### config.mk
export PLATFORM = sky130hd
export DESIGN_NAME = pipeline_sequencer
export DESIGN_NICKNAME = d
export VERILOG_FILES = /design/src/rtl/pipeline_sequencer.sv
export SDC_FILE = /design/constraint.sdc
export NUM_CORES = 1
export LEC_CHECK = 0
export ABC_CLOCK_PERIOD_IN_PS = 2100
export CAP_MARGIN = 20
export CELL_PAD_IN_SITES_DETAIL_PLACEMENT = 1
export CELL_PAD_IN_SITES_GLOBAL_PLACEMENT = 1
export CORE_MARGIN = 2
export CORE_UTILIZATION = 18
export DETAILED_ROUTE_END_ITERATION = 12
export PLACE_DENSITY_LB_ADDON = 0.1
export SYNTH_ARGS = -nofsm -noshare
export SYNTH_HDL_FRONTEND = slang
export SYNTH_SLANG_ARGS = --single-unit
### constraint.sdc
create_clock -name clk -period 2.1 [get_ports clk]
set_input_delay 0.42 -clock clk [delete_from_list [all_inputs] [get_ports clk]]
set_output_delay 0.42 -clock clk [all_outputs]
set_load 0.01 [all_outputs]
### src/rtl/pipeline_sequencer.sv
// Hazard/sequencing unit for the 5-stage MIPS pipeline: load-use stall, branch/jump flush, dmem wait, halt drain.
// Latency: all control outputs are combinational from state + inputs; state advances on the rising clk edge.
// Backpressure: mem_req & !mem_ready freezes the whole pipeline and the sequencer state until mem_ready.
//
// Optional feature: define PERF_CNT_EN to build the saturating stall_cycles counter (otherwise tied to 0).
//
// Ports:
//   clk, rst_b                      clock, asynchronous active-low reset
//   id_instruction                  instruction currently in ID
//   idex_mem_read, idex_rt          lw in ID/EX and its destination register
//   ex_branch_taken                 beq in EX resolved taken
//   mem_req, mem_ready              data-memory handshake from EX/MEM
//   pc_write, ifid_write, ifid_flush  front-end enables
//   stall_b                         0 = decode controller inserts a bubble into ID/EX
//   pipe_freeze                     1 = ID/EX, EX/MEM, MEM/WB hold
//   halted                          pipeline drained and stopped
//   stall_cycles                    cycles with pc_write low (perf counter)
module pipeline_sequencer #(
  parameter int DRAIN_CYCLES = 3,
  parameter int CNT_W        = 32
) (
  input  logic             clk,
  input  logic             rst_b,
  input  logic [31:0]      id_instruction,
  input  logic             idex_mem_read,
  input  logic [4:0]       idex_rt,
  input  logic             ex_branch_taken,
  input  logic             mem_req,
  input  logic             mem_ready,
  output logic             pc_write,
  output logic             ifid_write,
  output logic             ifid_flush,
  output logic             stall_b,
  output logic             pipe_freeze,
  output logic             halted,
  output logic [CNT_W-1:0] stall_cycles
);

  typedef enum logic [1:0] {
    RUN    = 2'd0,
    DRAIN  = 2'd1,
    HALTED = 2'd2
  } state_t;

  localparam logic [3:0] DRAIN_INIT = 4'(DRAIN_CYCLES);

  localparam logic [5:0] OP_RTYPE = 6'h00;
  localparam logic [5:0] OP_JUMP  = 6'h02;
  localparam logic [5:0] OP_BEQ   = 6'h04;
  localparam logic [5:0] OP_SW    = 6'h2b;
  localparam logic [5:0] OP_HALT  = 6'h3f;

  state_t     state, state_nxt;
  logic [3:0] drain_cnt, drain_cnt_nxt;

  logic [5:0] id_opcode;
  logic [4:0] id_rs, id_rt;
  logic       rt_is_source;
  logic       load_use;
  logic       mem_wait;

  assign id_opcode = id_instruction[31:26];
  assign id_rs     = id_instruction[25:21];
  assign id_rt     = id_instruction[20:16];

  // Only R-type, beq and sw read rt as a source; for lw/addi etc. rt is a destination.
  assign rt_is_source = (id_opcode == OP_RTYPE) || (id_opcode == OP_BEQ) || (id_opcode == OP_SW);
  assign load_use     = idex_mem_read && (idex_rt != 5'd0) &&
                        ((idex_rt == id_rs) || ((idex_rt == id_rt) && rt_is_source));
  assign mem_wait     = mem_req && !mem_ready && (state != HALTED);

  always_ff @(posedge clk or negedge rst_b) begin
    if (!rst_b) begin
      state     <= RUN;
      drain_cnt <= 4'd0;
    end else begin
      state     <= state_nxt;
      drain_cnt <= drain_cnt_nxt;
    end
  end

  always_comb begin
    pc_write      = 1'b1;
    ifid_write    = 1'b1;
    ifid_flush    = 1'b0;
    stall_b       = 1'b1;
    pipe_freeze   = 1'b0;
    halted        = 1'b0;
    state_nxt     = state;
    drain_cnt_nxt = drain_cnt;

    if (!rst_b) begin
      // Hold the pipeline quiet while reset is asserted, independent of the clock.
      pc_write    = 1'b0;
      ifid_write  = 1'b0;
      stall_b     = 1'b0;
      pipe_freeze = 1'b1;
    end else if (mem_wait) begin
      // Whole pipeline holds; state and drain count are untouched.
      pc_write    = 1'b0;
      ifid_write  = 1'b0;
      pipe_freeze = 1'b1;
    end else if (state == HALTED) begin
      pc_write    = 1'b0;
      ifid_write  = 1'b0;
      stall_b     = 1'b0;
      pipe_freeze = 1'b1;
      halted      = 1'b1;
    end else if (ex_branch_taken) begin
      // Flushing ID also removes any load-use consumer, so no stall is needed.
      ifid_flush = 1'b1;
      stall_b    = 1'b0;
      if (state == DRAIN) begin
        state_nxt     = RUN;
        drain_cnt_nxt = 4'd0;
      end
    end else if (state == DRAIN) begin
      pc_write      = 1'b0;
      ifid_write    = 1'b0;
      stall_b       = 1'b0;
      drain_cnt_nxt = drain_cnt - 4'd1;
      if (drain_cnt == 4'd1) begin
        state_nxt = HALTED;
      end
    end else if (id_opcode == OP_HALT) begin
      // Halt itself goes down the pipe as a nop; fetch stops here.
      pc_write      = 1'b0;
      ifid_write    = 1'b0;
      state_nxt     = DRAIN;
      drain_cnt_nxt = DRAIN_INIT;
    end else if (load_use) begin
      pc_write   = 1'b0;
      ifid_write = 1'b0;
      stall_b    = 1'b0;
    end else if (id_opcode == OP_JUMP) begin
      ifid_flush = 1'b1;
    end

    // Recover from an unused state encoding.
    if (rst_b && (state != RUN) && (state != DRAIN) && (state != HALTED)) begin
      state_nxt     = RUN;
      drain_cnt_nxt = 4'd0;
    end
  end

`ifdef PERF_CNT_EN
  logic [CNT_W-1:0] stall_cnt;

  always_ff @(posedge clk or negedge rst_b) begin
    if (!rst_b) begin
      stall_cnt <= '0;
    end else if ((state != HALTED) && !pc_write && (stall_cnt != {CNT_W{1'b1}})) begin
      stall_cnt <= stall_cnt + {{(CNT_W-1){1'b0}}, 1'b1};
    end
  end

  assign stall_cycles = stall_cnt;
`else
  assign stall_cycles = '0;
`endif

endmodule
==> metrics.md, run 1 <==
| Metric | Value |
|---|---|
| Crit path largest cell delay | `0.53 ns` |
| Worst skew pair latency | `0.22 ns` |
| Post-synth design cell area | `896 um^2` |
| Max-slew violations | `0` |
| Global-route wire length before repair | `4.03 mm` |
| IO Count | `81` |
| Via count of the first global-routing pass | `885` |
| Clk Tree Root Cell | `sky130_fd_sc_hd__clkbuf_8` |
| Total clock sinks | `6` |
| Required @ worst endpoint | `1.68 ns` |
| Placeable Area | `0.00475 mm^2` |
| Rows | `25` |
| Antenna-violating nets left | `0` |
| First drt pass iteration count | `4` |
| Post-route clock skew | `0.000779 ns` |
| Seq cells post-synth | `6` |
| Time the final worst path needs with I/O delays and setup | `2.20 ns` |
| Final setup viols | `4` |
| Die extent in y | `74.5 um` |
| Deepest clock path buffer count | `2` |
| Hold Worst Slack | `0.284 ns` |
| Leading cell type in the layout, fill and taps excluded | `sky130_fd_sc_hd__conb_1` |
| Most frequent cells in the layout | `sky130_fd_sc_hd__conb_1, sky130_fd_sc_hd__buf_4, sky130_fd_sc_hd__dlygate4sd2_1` |
| Clock-pin slew of the registers on the worst-case setup and hold paths | `0.04 ns` |
| Nets | `216` |
| Worst Path Max Fanout | `3` |
| Gpl congestion | `0.725` |
| Highest clock frequency the design can meet | `0.454 GHz` |
| Core occupancy in the finished layout | `0.300` |
| CTS tree | `built` |
| Sequence of cells on the critical path | `buf_6 > or4_4 > o21ai_4 > or2b_1 > o22ai_4 > o31ai_4 > buf_2` |
| Final Worst Setup Slack | `-0.102 ns` |
| Antenna violations before repair | `0` |
| Cells after Synth | `116` |
| Critical path launch point type | `input port` |
| Worst-case reg-to-reg path depth | `7` |
| Overall via count from detail_route | `923` |
| Type of the most critical hold path | `input port to asynchronous set/reset pin` |
| Number of buffers inserted during clock tree synthesis | `3` |
| 1st-iter DRT viols | `11` |
| Pwr per Cell Area | `392 mW/mm^2` |
| Area growth from synthesis to final layout | `59.4%` |
| Fraction of final layout cells sized beyond drive strength 1 | `0.325` |
| Setup crit end kind | `output pin` |
| Grt total ovfl | `0` |
| Unrepaired setup endpoints after global routing | `true` |
| Number of library cell types mapped by synthesis | `37` |
| Routed wire length | `2.81 mm` |
| Pin count of the biggest net entering global routing | `15` |
| Period utilization | `1.05` |
| Total power of the final layout | `0.560 mW` |
| Violated checks | `setup timing` |
| Number of maximum-capacitance violations | `0` |
| Total inserted antenna cells | `0` |
| Post-synthesis average cell area | `7.72 um^2` |
| Status | `complete, but fails checks` |
| Horizontal extent of the die | `74.5 um` |
| Number of design rule violations left after detail routing | `0` |
| Static Leak | `0.674 nW` |
| Number of buffer cells added on primary ports | `32` |
| Setup TNS | `-0.318 ns` |
| Hold Fails Final Rpt | `0` |
| Sequential share of the synthesized area | `0.168` |
| Routed wire per std cell | `11.9 um` |
| Number of warnings reported in the yosys synthesis log | `0` |
| Detail-routed via count per cell | `3.91` |
| Number of buffers added to fix hold violations after cts | `0` |
| Filler cells | `589` |
| Post-detail-place hpwl | `2.34 mm` |
| Area of the die | `0.00556 mm^2` |
| DP Worst Slack | `-0.901 ns` |
| VDD IR max | `0.298 mV` |
| GRT Overall Usage | `0.0958` |
| Path type of the worst setup path | `input port to output pin` |
| Initial Util | `0.188` |
| Data arrival time of the critical path | `1.78 ns` |
| CTS H-Tree Depth | `1` |
| Critical-path top delay cell | `sky130_fd_sc_hd__or4_4` |
## logic make-up (layout without fill, tap and decap cells)
family,Yosys count,in the layout,share of synthesized area
compound gates,22,22,0.168
xor+xnor,11,11,0.108
fa+ha+maj,2,2,0.0279
buf+inv,38,60,0.299
flops,6,6,0.168
mux,2,2,0.0251
other cells,1,32,0.00419
simple gates,34,34,0.201
## report_power, final
group | leakage, nW | switching [mW] | internal, mW
sequential | 0.0792 | 0.00996 | 0.126
clock | 0.0216 | 0.0488 | 0.123
combinational | 0.574 | 0.126 | 0.126
total | 0.674 | 0.185 | 0.375
## cells in the mapped netlist
library cell / number / area, um^2
sky130_fd_sc_hd__o31ai_2: 1 / 12.5
sky130_fd_sc_hd__nand4_1: 3 / 18.8
sky130_fd_sc_hd__and2_1: 1 / 6.26
sky130_fd_sc_hd__or2b_1: 1 / 7.51
sky130_fd_sc_hd__a21o_1: 2 / 15.0
sky130_fd_sc_hd__a31oi_1: 2 / 12.5
sky130_fd_sc_hd__nand2_1: 7 / 26.3
sky130_fd_sc_hd__xor2_1: 4 / 35.0
sky130_fd_sc_hd__o21ai_2: 1 / 8.76
sky130_fd_sc_hd__conb_1: 1 / 3.75
sky130_fd_sc_hd__nand3_1: 4 / 20.0
sky130_fd_sc_hd__ha_1: 2 / 25.0
sky130_fd_sc_hd__or3_1: 2 / 12.5
sky130_fd_sc_hd__xnor2_1: 7 / 61.3
sky130_fd_sc_hd__mux2_1: 1 / 11.3
sky130_fd_sc_hd__nor2b_1: 1 / 6.26
sky130_fd_sc_hd__buf_4: 33 / 248
sky130_fd_sc_hd__and3_1: 1 / 6.26
sky130_fd_sc_hd__nor3b_1: 1 / 7.51
sky130_fd_sc_hd__o41a_1: 1 / 11.3
sky130_fd_sc_hd__nor4_1: 1 / 6.26
sky130_fd_sc_hd__o22ai_1: 2 / 12.5
sky130_fd_sc_hd__nor3_1: 2 / 10.0
sky130_fd_sc_hd__buf_2: 1 / 5.00
sky130_fd_sc_hd__o21a_1: 1 / 7.51
sky130_fd_sc_hd__inv_1: 3 / 11.3
sky130_fd_sc_hd__o21ai_1: 3 / 15.0
sky130_fd_sc_hd__a41o_1: 1 / 10.0
sky130_fd_sc_hd__nor2_1: 5 / 18.8
sky130_fd_sc_hd__or4_1: 2 / 15.0
sky130_fd_sc_hd__nand2b_1: 3 / 18.8
sky130_fd_sc_hd__dfrtp_1: 6 / 150
sky130_fd_sc_hd__mux2_2: 1 / 11.3
sky130_fd_sc_hd__o21ai_0: 6 / 30.0
sky130_fd_sc_hd__a21boi_0: 1 / 7.51
sky130_fd_sc_hd__a211oi_1: 1 / 7.51
sky130_fd_sc_hd__clkbuf_1: 1 / 3.75
## state kept, by name (all words and copies together), names as in the netlist
name	flops
drain_cnt	4
state	2
## layout make-up
cell class              instances  area, um^2  area share
flip-flops and latches          6         150       0.105
inverters                       3        11.3     0.00789
well taps                      67        83.8      0.0587
repair buffers                 54         448       0.314
clock buffers                   3        41.3      0.0289
multi-input cells             103         693       0.486
## critical path, delay by kind of cell
kind	cells	cell delay (ns)
AO/OA/AOI/OAI	3	0.41
AND/OR/NAND/NOR	2	0.68
buffers and inverters	2	0.26
## through the flow
step / cells / cell area [um^2]
floorplan: 147 / 1030
global placement: 231 / 1330
detailed placement: 231 / 1330
CTS: 236 / 1410
global route: 236 / 1430
finish: 236 / 1430
## metal layers
metal	up-vias	share of wire	track usage
met4	0	0.011	0.0357
li1	440	-	-
met3	4	0.083	0.0122
met5	-	0	0
met2	47	0.48	0.168
met1	432	0.42	0.119
## timing repair
item,in CTS,in global routing
buffers inserted,2,0
pin swaps,16,6
gates resized for setup,80,4
endpoints found under the setup margin,7,9
## final timing paths
check                      slack, ns          from            to
setup / recovery               -0.10    idex_rt[2]    ifid_write
hold / removal                  0.28         rst_b  drain_cnt[0]
setup reg to reg                0.44      state[1]  drain_cnt[1]
hold reg to reg                 0.50  drain_cnt[3]  drain_cnt[3]
max in group asynchronous       1.66         rst_b  drain_cnt[2]
min in group clk                0.50  drain_cnt[3]  drain_cnt[3]
No activity file was read; power rests on OpenSTA's default activity.
==> run 2: changes to the inputs <==
==> config.mk (replaced) <==
export PLATFORM = sky130hd
export DESIGN_NAME = pipeline_sequencer
export DESIGN_NICKNAME = d
export VERILOG_FILES = /design/src/rtl/pipeline_sequencer.sv
export SDC_FILE = /design/constraint.sdc
export NUM_CORES = 1
export LEC_CHECK = 0
export ABC_CLOCK_PERIOD_IN_PS = 2100
export CAP_MARGIN = 20
export CORE_MARGIN = 2
export CORE_UTILIZATION = 28
export DETAILED_ROUTE_END_ITERATION = 12
export PLACE_DENSITY = 0.77
export SYNTH_ARGS = -nofsm -noshare
export SYNTH_HDL_FRONTEND = slang
export SYNTH_SLANG_ARGS = --single-unit
==> run 2 against run 1 <==
Effect of this change:
- the run still ends with setup timing left
- clock-buffer cell count unchanged
- sequential share of layout area increased by 0.31 points
- routed wire length is 23% lower
- largest power group unchanged
- global-route usage rose by 2.4 points
- critical endpoint unchanged
- clock power is 37% lower
==> metrics.md, run 2 (synthesized netlist as in run 1, its figures left out) <==
| Metric | Value |
|---|---|
| Status | `complete, but fails checks` |
| Violated checks | `setup timing` |
| Worst-case reg-to-reg path depth | `5` |
| Number of buffers added to fix hold violations after cts | `0` |
| IO Count | `81` |
| Total inserted antenna cells | `0` |
| Total clock sinks | `6` |
| Die extent in y | `60.6 um` |
| Number of buffers inserted during clock tree synthesis | `3` |
| Psw | `0.176 mW` |
| Horizontal extent of the die | `60.6 um` |
| Clk Tree Root Cell | `sky130_fd_sc_hd__clkbuf_4` |
| Switching share of power | `0.356` |
| Routed wire length | `2.16 mm` |
| DP Worst Slack | `-0.899 ns` |
| Flip-flop count of the largest register after layout | `4` |
| Nets | `216` |
| Unrepaired setup endpoints after global routing | `true` |
| Time the final worst path needs with I/O delays and setup | `2.25 ns` |
| Most frequent cells in the layout | `sky130_fd_sc_hd__conb_1, sky130_fd_sc_hd__buf_4, sky130_fd_sc_hd__dlygate4sd2_1` |
| Hold Worst Slack | `0.274 ns` |
| Pwr per Cell Area | `356 mW/mm^2` |
| Largest reg by FF count | `drain_cnt` |
| Origin of the worst setup path | `idex_rt[4]` |
| Area of all placed cells without fillers | `0.00139 mm^2` |
| Gpl congestion | `0.772` |
| Final setup viols | `4` |
| Total power of the final layout | `0.494 mW` |
| Via count of the first global-routing pass | `789` |
| Share of power burned in registers | `0.274` |
| Fraction of power consumed by the clock network | `0.220` |
| Area growth from synthesis to final layout | `54.7%` |
| Global-route wire length before repair | `3.36 mm` |
| Required @ worst endpoint | `1.68 ns` |
| Fraction of final layout cells sized beyond drive strength 1 | `0.320` |
| Beginning of the worst register-to-register path | `state[1]` |
| Worst Path Max Fanout | `2` |
| Leading registers by flop count | `drain_cnt: 4 flops, state: 2 flops` |
| Rows | `20` |
| Placeable Area | `0.00305 mm^2` |
| Fraction of power consumed by combinational cells | `0.506` |
| Static Leak | `0.676 nW` |
| Setup crit end kind | `output pin` |
| Path type of the worst setup path | `input port to output pin` |
| Max-slew violations | `0` |
| Core occupancy in the finished layout | `0.454` |
| Detail-routed via count per cell | `4.11` |
| Area of the die | `0.00367 mm^2` |
| Type of the most critical hold path | `input port to asynchronous set/reset pin` |
| CTS tree | `built` |
| Initial Util | `0.293` |
| Post-route clock skew | `0.00128 ns` |
| GRT Overall Usage | `0.120` |
| Register cell area after layout | `150 um^2` |
| Total area of multi-input combinational cells | `706 um^2` |
| Antenna-violating nets left | `0` |
| CTS H-Tree Depth | `1` |
| First drt pass iteration count | `4` |
| Leading cell type in the layout, fill and taps excluded | `sky130_fd_sc_hd__conb_1` |
| Worst reg-to-reg setup slack | `0.47 ns` |
| Overall via count from detail_route | `876` |
| Endpoint of the worst-slack reg-to-reg timing path | `drain_cnt[0]` |
| Critical path launch point type | `input port` |
| Pin count of the biggest net entering global routing | `15` |
| Grt total ovfl | `0` |
| Period utilization | `1.07` |
| Number of design rule violations left after detail routing | `0` |
| VDD IR max | `0.124 mV` |
| Deepest clock path buffer count | `2` |
| Internal power component | `0.318 mW` |
| Number of maximum-capacitance violations | `0` |
| 1st-iter DRT viols | `24` |
| Highest clock frequency the design can meet | `0.445 GHz` |
| Antenna violations before repair | `0` |
| Clock-pin slew of the registers on the worst-case setup and hold paths | `0.04 ns` |
| Final Worst Setup Slack | `-0.147 ns` |
| Hold Fails Final Rpt | `0` |
| Number of buffer cells added on primary ports | `32` |
| Worst skew pair latency | `0.25 ns` |
| Post-Place Cell Area | `0.00130 mm^2` |
| Routed wire per std cell | `10.1 um` |
| Data arrival time of the critical path | `1.83 ns` |
| Filler cells | `314` |
| Post-detail-place hpwl | `1.81 mm` |
## run 2: changes by cell type in the layout (fill, tap and decap cells not counted), moves of 2 or more
| cell | previous run | this run |
|---|---|---|
| sky130_fd_sc_hd__clkbuf_4 | 0 | 3 |
| sky130_fd_sc_hd__clkbuf_8 | 3 | 0 |
| sky130_fd_sc_hd__clkdlybuf4s15_2 | 3 | 0 |
| sky130_fd_sc_hd__clkdlybuf4s50_1 | 6 | 8 |
| sky130_fd_sc_hd__o21ai_1 | 3 | 1 |
| sky130_fd_sc_hd__o21ai_2 | 0 | 2 |
## run 2: per-stage QoR
step,cells,setup TNS [ns]
2_1_floorplan,147,-0.0215
3_3_place_gp,208,-3.74
3_5_place_dp,208,-3.96
4_1_cts,213,-0.637
5_1_grt,213,-0.791
6_report,213,-0.561
## run 2: how the worst max path moves through the flow
stage / endpoint / slack, ns / depth (start not counted)
2_1_floorplan: pc_write / -0.02 / 6
3_3_place_gp: ifid_write / -0.86 / 7
3_5_place_dp: ifid_write / -0.90 / 7
4_1_cts: ifid_write / -0.18 / 7
5_1_grt: ifid_write / -0.21 / 7
6_report: ifid_write / -0.15 / 7
## run 2: final cells by class
type / instances / share of cell area
inverters: 3 / 0.00812
flip-flops and latches: 6 / 0.108
clock buffers: 3 / 0.0162
multi-input cells: 103 / 0.509
well taps: 44 / 0.0397
repair buffers: 54 / 0.319
## run 2: per-layer routing
metal	routed length [um]	vias to the layer above	GRT usage
li1	-	445	-
met1	898	402	0.153
met2	1140	29	0.198
met3	117	0	0.0341
met4	0	0	0.0342
met5	0	-	0
## run 2: power groups by stage
stage / Sequential, mW / Clock, mW / Combinational [mW]
global route: 0.136 / 0.123 / 0.279
finish: 0.135 / 0.109 / 0.250
floorplan: 0.134 / 0 / 0.172
CTS: 0.135 / 0.115 / 0.243
global placement: 0.136 / 0 / 0.239
detailed placement: 0.137 / 0 / 0.244
## run 2: worst max-delay path, stage by stage
cell and delay (ns):
sky130_fd_sc_hd__buf_6 0.09, sky130_fd_sc_hd__or4_4 0.54, sky130_fd_sc_hd__o21ai_4 0.13, sky130_fd_sc_hd__or2b_1 0.16, sky130_fd_sc_hd__o22ai_4 0.10, sky130_fd_sc_hd__o31ai_4 0.20, sky130_fd_sc_hd__buf_2 0.18
## run 2: timing repair
action,CTS,global route
buffers inserted,3,0
endpoints found under the hold margin,0,0
pin swaps,17,8
setup endpoints to repair,6,4
resized for setup,65,8
